<file path="config.mk">
export PLATFORM = sky130hd
export DESIGN_NAME = seven_seg_scan_ctrl
export DESIGN_NICKNAME = d
export VERILOG_FILES = /design/src/rtl/seven_seg_scan_ctrl.sv
export SDC_FILE = /design/constraint.sdc
export NUM_CORES = 1
export LEC_CHECK = 0
export ABC_AREA = 1
export ABC_CLOCK_PERIOD_IN_PS = 3980
export CAP_MARGIN = 15
export CORE_ASPECT_RATIO = 1.2
export CORE_UTILIZATION = 30
export CTS_BUF_LIST = sky130_fd_sc_hd__clkbuf_2 sky130_fd_sc_hd__clkbuf_4 sky130_fd_sc_hd__clkbuf_8
export DETAILED_ROUTE_END_ITERATION = 8
export DONT_BUFFER_PORTS = 1
export SLEW_MARGIN = 20
export SYNTH_ARGS = -nofsm -noshare
export SYNTH_HDL_FRONTEND = slang
export SYNTH_SLANG_ARGS = --single-unit
</file>
<file path="constraint.sdc">
create_clock -name clk -period 3.98 [get_ports clk]
set_input_delay 0.796 -clock clk [delete_from_list [all_inputs] [get_ports clk]]
set_output_delay 0.796 -clock clk [all_outputs]
set_load 0.1 [all_outputs]
</file>
<file path="src/rtl/seven_seg_scan_ctrl.sv">
`default_nettype none
// ============================================================================
// Module      : seven_seg_scan_ctrl
// Description : Time-multiplexed scan controller for an N-digit common-anode
//               seven-segment display. Each digit owns a slot of SCAN_DIV+1
//               clocks. The first BLANK_CYCLES clocks of every slot keep all
//               anodes off to suppress ghosting. Hex nibbles are decoded to
//               active-low segments. New display values arrive through a
//               load_req/load_ack handshake. They land in a shadow register
//               only at a frame wrap, or at any edge while idle, so a frame
//               never mixes old and new values.
//
//               Optional build macro: LEADING_ZERO_BLANK_EN. When defined,
//               leading zero digits (from the top digit downward) are
//               suppressed. Digit 0 is always shown.
//
// Ports       : clk         system clock
//               rst         synchronous active-high reset
//               enable      1 = scan display, 0 = display off (idle)
//               value_in    hex nibbles; nibble k drives digit k (0 = right)
//               load_req    request to latch value_in, held until load_ack
//               load_ack    one-cycle pulse after value_in was latched
//               an          anodes, active-low
//               seg         segments {g,f,e,d,c,b,a}, active-low
//               digit_idx   index of the current digit slot
//               frame_done  one-cycle pulse after the frame wrapped to digit 0
//
// Revision    : 1.0 - initial release
// ============================================================================
module seven_seg_scan_ctrl #(
    parameter int NUM_DIGITS   = 4,
    parameter int SCAN_DIV     = 49999,
    parameter int BLANK_CYCLES = 100
) (
    input  logic                    clk,
    input  logic                    rst,
    input  logic                    enable,
    input  logic [4*NUM_DIGITS-1:0] value_in,
    input  logic                    load_req,
    output logic                    load_ack,
    output logic [NUM_DIGITS-1:0]   an,
    output logic [6:0]              seg,
    output logic [2:0]              digit_idx,
    output logic                    frame_done
);

    localparam int CW = (SCAN_DIV > 0) ? $clog2(SCAN_DIV + 1) : 1;

    localparam logic [1:0] c_st_idle  = 2'd0;
    localparam logic [1:0] c_st_blank = 2'd1;
    localparam logic [1:0] c_st_show  = 2'd2;

    localparam logic [CW-1:0] c_scan_last  = CW'(SCAN_DIV);
    localparam logic [2:0]    c_last_digit = 3'(NUM_DIGITS - 1);
    localparam logic [31:0]   c_blank      = 32'(BLANK_CYCLES);
    // State entered at the start of every slot.
    localparam logic [1:0]    c_slot_start = (BLANK_CYCLES == 0) ? c_st_show : c_st_blank;

    logic [1:0]              r_state;
    logic [CW-1:0]           r_count;
    logic [2:0]              r_idx;
    logic [4*NUM_DIGITS-1:0] r_shadow;
    logic                    r_ack;
    logic                    r_frame_done;
    logic [NUM_DIGITS-1:0]   r_an;
    logic [6:0]              r_seg;

    logic [1:0]              w_state_nxt;
    logic [CW-1:0]           w_count_nxt;
    logic [2:0]              w_idx_nxt;
    logic [4*NUM_DIGITS-1:0] w_shadow_nxt;
    logic                    w_ack_nxt;
    logic                    w_frame_done_nxt;
    logic [NUM_DIGITS-1:0]   w_an_nxt;
    logic [6:0]              w_seg_nxt;

    logic [CW-1:0]           w_count_inc;
    logic                    w_slot_end;
    logic                    w_frame_end;
    logic [4*NUM_DIGITS-1:0] w_nib_shift;
    logic [NUM_DIGITS-1:0]   w_suppress;
    logic [NUM_DIGITS-1:0]   w_supp_shift;

    function automatic logic [6:0] hex_to_seg(input logic [3:0] h);
        logic [6:0] s;
        case (h)
            4'h0:    s = 7'b1000000;
            4'h1:    s = 7'b1111001;
            4'h2:    s = 7'b0100100;
            4'h3:    s = 7'b0110000;
            4'h4:    s = 7'b0011001;
            4'h5:    s = 7'b0010010;
            4'h6:    s = 7'b0000010;
            4'h7:    s = 7'b1111000;
            4'h8:    s = 7'b0000000;
            4'h9:    s = 7'b0010000;
            4'hA:    s = 7'b0001000;
            4'hB:    s = 7'b0000011;
            4'hC:    s = 7'b1000110;
            4'hD:    s = 7'b0100001;
            4'hE:    s = 7'b0000110;
            default: s = 7'b0001110;
        endcase
        return s;
    endfunction

    assign w_count_inc = r_count + CW'(1);
    assign w_slot_end  = (r_count == c_scan_last);
    assign w_frame_end = w_slot_end && (r_idx == c_last_digit);

    // ------------------------------------------------------------------
    // Next-state logic: scan sequencing and shadow-register loading
    // ------------------------------------------------------------------
    always_comb begin
        w_state_nxt      = r_state;
        w_count_nxt      = r_count;
        w_idx_nxt        = r_idx;
        w_shadow_nxt     = r_shadow;
        w_ack_nxt        = 1'b0;
        w_frame_done_nxt = 1'b0;

        if (r_state == c_st_idle) begin
            if (load_req) begin
                w_shadow_nxt = value_in;
                w_ack_nxt    = 1'b1;
            end
            if (enable) begin
                w_state_nxt = c_slot_start;
                w_count_nxt = '0;
                w_idx_nxt   = 3'd0;
            end
        end else begin
            // The frame wrap edge is the only point where a running display
            // accepts new values; this holds even when enable drops on it.
            if (w_frame_end && load_req) begin
                w_shadow_nxt = value_in;
                w_ack_nxt    = 1'b1;
            end
            if (!enable) begin
                // Abandon the current slot immediately. The frame is not
                // completed, so frame_done stays low.
                w_state_nxt = c_st_idle;
                w_count_nxt = '0;
                w_idx_nxt   = 3'd0;
            end else if (w_slot_end) begin
                w_state_nxt      = c_slot_start;
                w_count_nxt      = '0;
                w_idx_nxt        = w_frame_end ? 3'd0 : (r_idx + 3'd1);
                w_frame_done_nxt = w_frame_end;
            end else begin
                w_count_nxt = w_count_inc;
                w_state_nxt = (32'(w_count_inc) < c_blank) ? c_st_blank : c_st_show;
            end
        end
    end

    // ------------------------------------------------------------------
    // Leading-zero suppression mask, built from the upcoming shadow value
    // so it always matches the digit being displayed.
    // ------------------------------------------------------------------
`ifdef LEADING_ZERO_BLANK_EN
    always_comb begin
        logic lead_zero;
        lead_zero  = 1'b1;
        w_suppress = '0;
        for (int k = NUM_DIGITS - 1; k >= 0; k--) begin
            lead_zero     = lead_zero && (w_shadow_nxt[4*k +: 4] == 4'h0);
            w_suppress[k] = lead_zero && (k != 0);
        end
    end
`else
    assign w_suppress = '0;
`endif

    // ------------------------------------------------------------------
    // Output drive, computed from the next state so the registered anode
    // and segment outputs line up with the registered state.
    // ------------------------------------------------------------------
    assign w_nib_shift  = w_shadow_nxt >> {w_idx_nxt, 2'b00};
    assign w_supp_shift = w_suppress >> w_idx_nxt;

    always_comb begin
        w_an_nxt  = {NUM_DIGITS{1'b1}};
        w_seg_nxt = 7'h7F;
        if ((w_state_nxt == c_st_show) && !w_supp_shift[0]) begin
            w_an_nxt  = {NUM_DIGITS{1'b1}} ^ (NUM_DIGITS'(1) << w_idx_nxt);
            w_seg_nxt = hex_to_seg(w_nib_shift[3:0]);
        end
    end

    always_ff @(posedge clk) begin
        if (rst) begin
            r_state      <= c_st_idle;
            r_count      <= '0;
            r_idx        <= 3'd0;
            r_shadow     <= '0;
            r_ack        <= 1'b0;
            r_frame_done <= 1'b0;
            r_an         <= {NUM_DIGITS{1'b1}};
            r_seg        <= 7'h7F;
        end else begin
            r_state      <= w_state_nxt;
            r_count      <= w_count_nxt;
            r_idx        <= w_idx_nxt;
            r_shadow     <= w_shadow_nxt;
            r_ack        <= w_ack_nxt;
            r_frame_done <= w_frame_done_nxt;
            r_an         <= w_an_nxt;
            r_seg        <= w_seg_nxt;
        end
    end

    assign load_ack   = r_ack;
    assign an         = r_an;
    assign seg        = r_seg;
    assign digit_idx  = r_idx;
    assign frame_done = r_frame_done;

endmodule
`default_nettype wire

</file>
==> impl_table.tex <==
\begin{tabular}{lr}
\hline
Metric & Value \\
\hline
\multicolumn{2}{l}{\textbf{Run status}} \\
Outcome & finished, final reports clean \\
\multicolumn{2}{l}{\textbf{Route}} \\
First-iteration detailed-routing DRC count & 115 \\
Number of iterations in the first detailed-routing pass & 4 \\
Final ANT Viol Nets & 0 \\
Drc violations & 0 \\
Topmost layer with routed signal wires & met4 \\
Total length of routed met3 wires & just under 300 um \\
Length of routed met2 wiring & between 4000 and 5000 um \\
Vias & 2884 \\
Wirelength, routed & 7960 um \\
Post-Route M1 WL & roughly 3300 um \\
Vias per std cell & around 4.9 \\
Post-detailed-route wirelength per cell & between 10 and 15 um \\
\multicolumn{2}{l}{\textbf{STA}} \\
Post-route minimum period & roughly 3.1 ns \\
Period utilization & around 78\% \\
Clock Skews & 0.0133 ns \\
Max Freq & roughly 320 MHz \\
Transition at the pin with the smallest max-transition slack & around 0.95 ns \\
Final setup margin & roughly 0.88 ns \\
Setup repair after global routing missed its margin & no \\
Number of max-slew violations in the final report & 0 \\
Final number of hold-violating endpoints & 0 \\
Setup TNS & 0 ns \\
Total of endpoints with negative setup slack in the final report & 0 \\
Rel. slew slack & a little over a third \\
\multicolumn{2}{l}{\textbf{Clock network}} \\
CTS clock-pin slew for the worst setup and hold paths & about 0.09 ns \\
Clock tree sinks & 50 \\
Maximum level of the CTS H-tree & 2 \\
Number of clock buffers inserted by TritonCTS & 5 \\
Root cell of the clock tree & clkbuf\_8 \\
Maximum clock path buffer count & 2 \\
Worst-Skew Late Latency & 0.31 ns \\
CTS tree & yes \\
Hold\_buf cts & 0 \\
Post-CTS sizing & 0 \\
Post-CTS setup-driven buffer insertion count & 0 \\
\multicolumn{2}{l}{\textbf{Synthesis}} \\
Synthesized netlist cell count & 470 \\
Sequential element share of the synthesized area & between 30\% and 40\% \\
Most frequently used flop master after synthesis & dfxtp\_1 \\
EDFF count, synth & 0 \\
Cell taking the most area after synthesis & dfxtp\_1 \\
Number of nets produced by synthesis & 497 \\
Fraction of synthesized cell area taken by the top area cell type & about a third \\
Total number of yosys warnings & 0 \\
Cell area after technology mapping & 3100 um2 \\
Number of distinct library cells after synthesis & 38 \\
Average cell area after synthesis & approximately 6.6 um2 \\
Top area cells in the synthesized netlist & dfxtp\_1, nand2\_1, nor2\_1 \\
Async set or reset register ratio after synthesis & 0\% \\
Seq cells post-synth & 50 \\
Most repeated cell in the gate-level netlist after synthesis & nand2\_1 \\
Post-synth top cells & nand2\_1, nor2\_1, dfxtp\_1 \\
\multicolumn{2}{l}{\textbf{Floorplan}} \\
Die area & 10700 um2 \\
Width of the die & roughly 95 um \\
Starting density of the core & 31.0\% \\
Area of the core & about 10000 um2 \\
Number of primary I/O pins & 36 \\
Std-Cell Rows & 40 \\
Die Height & $\sim$110 um \\
\multicolumn{2}{l}{\textbf{Setup path}} \\
Largest fanout on the critical path & 13 \\
Kind of end point of the critical path & register \\
Critical Path AT & 3.30 ns \\
Critical path class & register to register \\
Critical path launch point type & register \\
Data required time at the worst endpoint & around 4.2 ns \\
\multicolumn{2}{l}{\textbf{Placement}} \\
Detailed-placement wirelength estimate & $\sim$6000 um \\
Worst slack at placement & 0.869 ns \\
IO Port Bufs & 0 \\
Placer's final routability congestion estimate & between 0.8 and 0.9 \\
\multicolumn{2}{l}{\textbf{Final layout}} \\
Total number of nets in the final design & 494 \\
Area growth from synthesis to final layout & 7.47\% \\
Register area & 1000 um2 \\
Number of diodes added for antenna fixing & 0 \\
Area of combinational cells with multiple inputs & around 1900 um2 \\
Fill cell count & between 1000 and 1500 \\
Proportion of layout cells with a drive suffix above 1 & a little under an eighth \\
\multicolumn{2}{l}{\textbf{Power and ir drop}} \\
Power per standard cell area & about 310 nW/um2 \\
Worst voltage drop across the vdd grid & 0.167 mV \\
Static Leakage & 1.45 nW \\
\multicolumn{2}{l}{\textbf{GRT}} \\
GRT Resource Usage Total & about 16\% \\
Antenna violations before repair & 0 \\
Aggregate global routing overflow & 0 \\
Number of global-route vias before repair & roughly 2800 \\
Global-route wire length before repair & $\sim$14000 um \\
Maximum number of pins on one net before global-route repair & 39 \\
\multicolumn{2}{l}{\textbf{Job}} \\
Max-cap check violation count & 0 \\
\multicolumn{2}{l}{\textbf{Worst hold path}} \\
Worst min-delay path class & register to register \\
\hline
\end{tabular}
worst max-delay path, cell delays in order (launching register included):
cell	delay, ns
dfxtp_1	0.32
buf_4	0.32
ha_1	0.25
inv_1	0.04
nor2_1	0.23
nand4_1	0.56
nand2_1	0.23
o211ai_1	0.11
nand2_1	0.12
nand2_1	0.07
nand3_1	0.07
nor2_1	0.08
ha_1	0.28
inv_1	0.07
nand3_1	0.08
nand3_1	0.09
nand3_1	0.07
per-layer routing:
layer  vias to the layer above  track usage (%)
met5                         -                0
met4                         0             6.06
met3                        12             2.49
met2                        42             29.4
met1                      1340             18.3
li1                       1490                -
worst paths after layout:
kind / from / end / slack (ns) / depth (start not counted)
min reg2reg: r_count[1] / r_count[1] / 0.48 / 2
max: digit_idx[0] / seg[3] / 0.88 / 16
max reg2reg: digit_idx[0] / seg[3] / 0.88 / 16
min: r_count[1] / r_count[1] / 0.48 / 2
logic make-up after synthesis:
logic type / count (synthesis) / share of synthesized area, %
simple gates: 299 / 44.4
fa+ha+maj: 7 / 2.83
buf+inv: 58 / 7.59
compound gates: 45 / 9.81
flops: 50 / 32.3
xor+xnor: 11 / 3.11
flip-flops by register name, indices dropped and copies added (netlist names):
name        count
r_count        16
r_shadow       16
seg             7
an              4
digit_idx       3
r_state         2
frame_done      1
load_ack        1
where the power goes:
part	switching, mW	internal [mW]
Combinational	0.0930	0.0487
Sequential	0.0106	0.514
Clock	0.172	0.202
Total	0.276	0.765
area by class of cell:
cell class | count | share of cell area (%)
Tap cell | 126 | 4.73
Clock inverter | 1 | 0.902
Timing Repair Buffer | 4 | 0.902
Sequential cell | 50 | 30.1
Multi-Input combinational cell | 362 | 55.9
Inverter | 44 | 4.96
Clock buffer | 7 | 2.52
per-stage QoR:
stage / power, mW / hold WS, ns / utilization [%] / cell area [um2] / instances
floorplan: 0.654 / 0.460 / - / 3100 / 470
global placement: 0.676 / 0.465 / 32.1 / 3220 / 586
detailed placement: 0.679 / 0.475 / 32.1 / 3220 / 586
CTS: 1.05 / 0.488 / 33.3 / 3330 / 594
global route: 1.09 / 0.519 / 33.3 / 3330 / 594
finish: 1.04 / 0.485 / 33.3 / 3330 / 594
layout by cell type, fill, tap and decap left out, types with 9 or more instances in the layout:
cell     count
a21oi_1     15
dfxtp_1     50
inv_1       35
inv_2        9
nand2_1    144
nand3_1     45
nor2_1      71
nor2_4       9
Power figures use the tool's default switching activity.
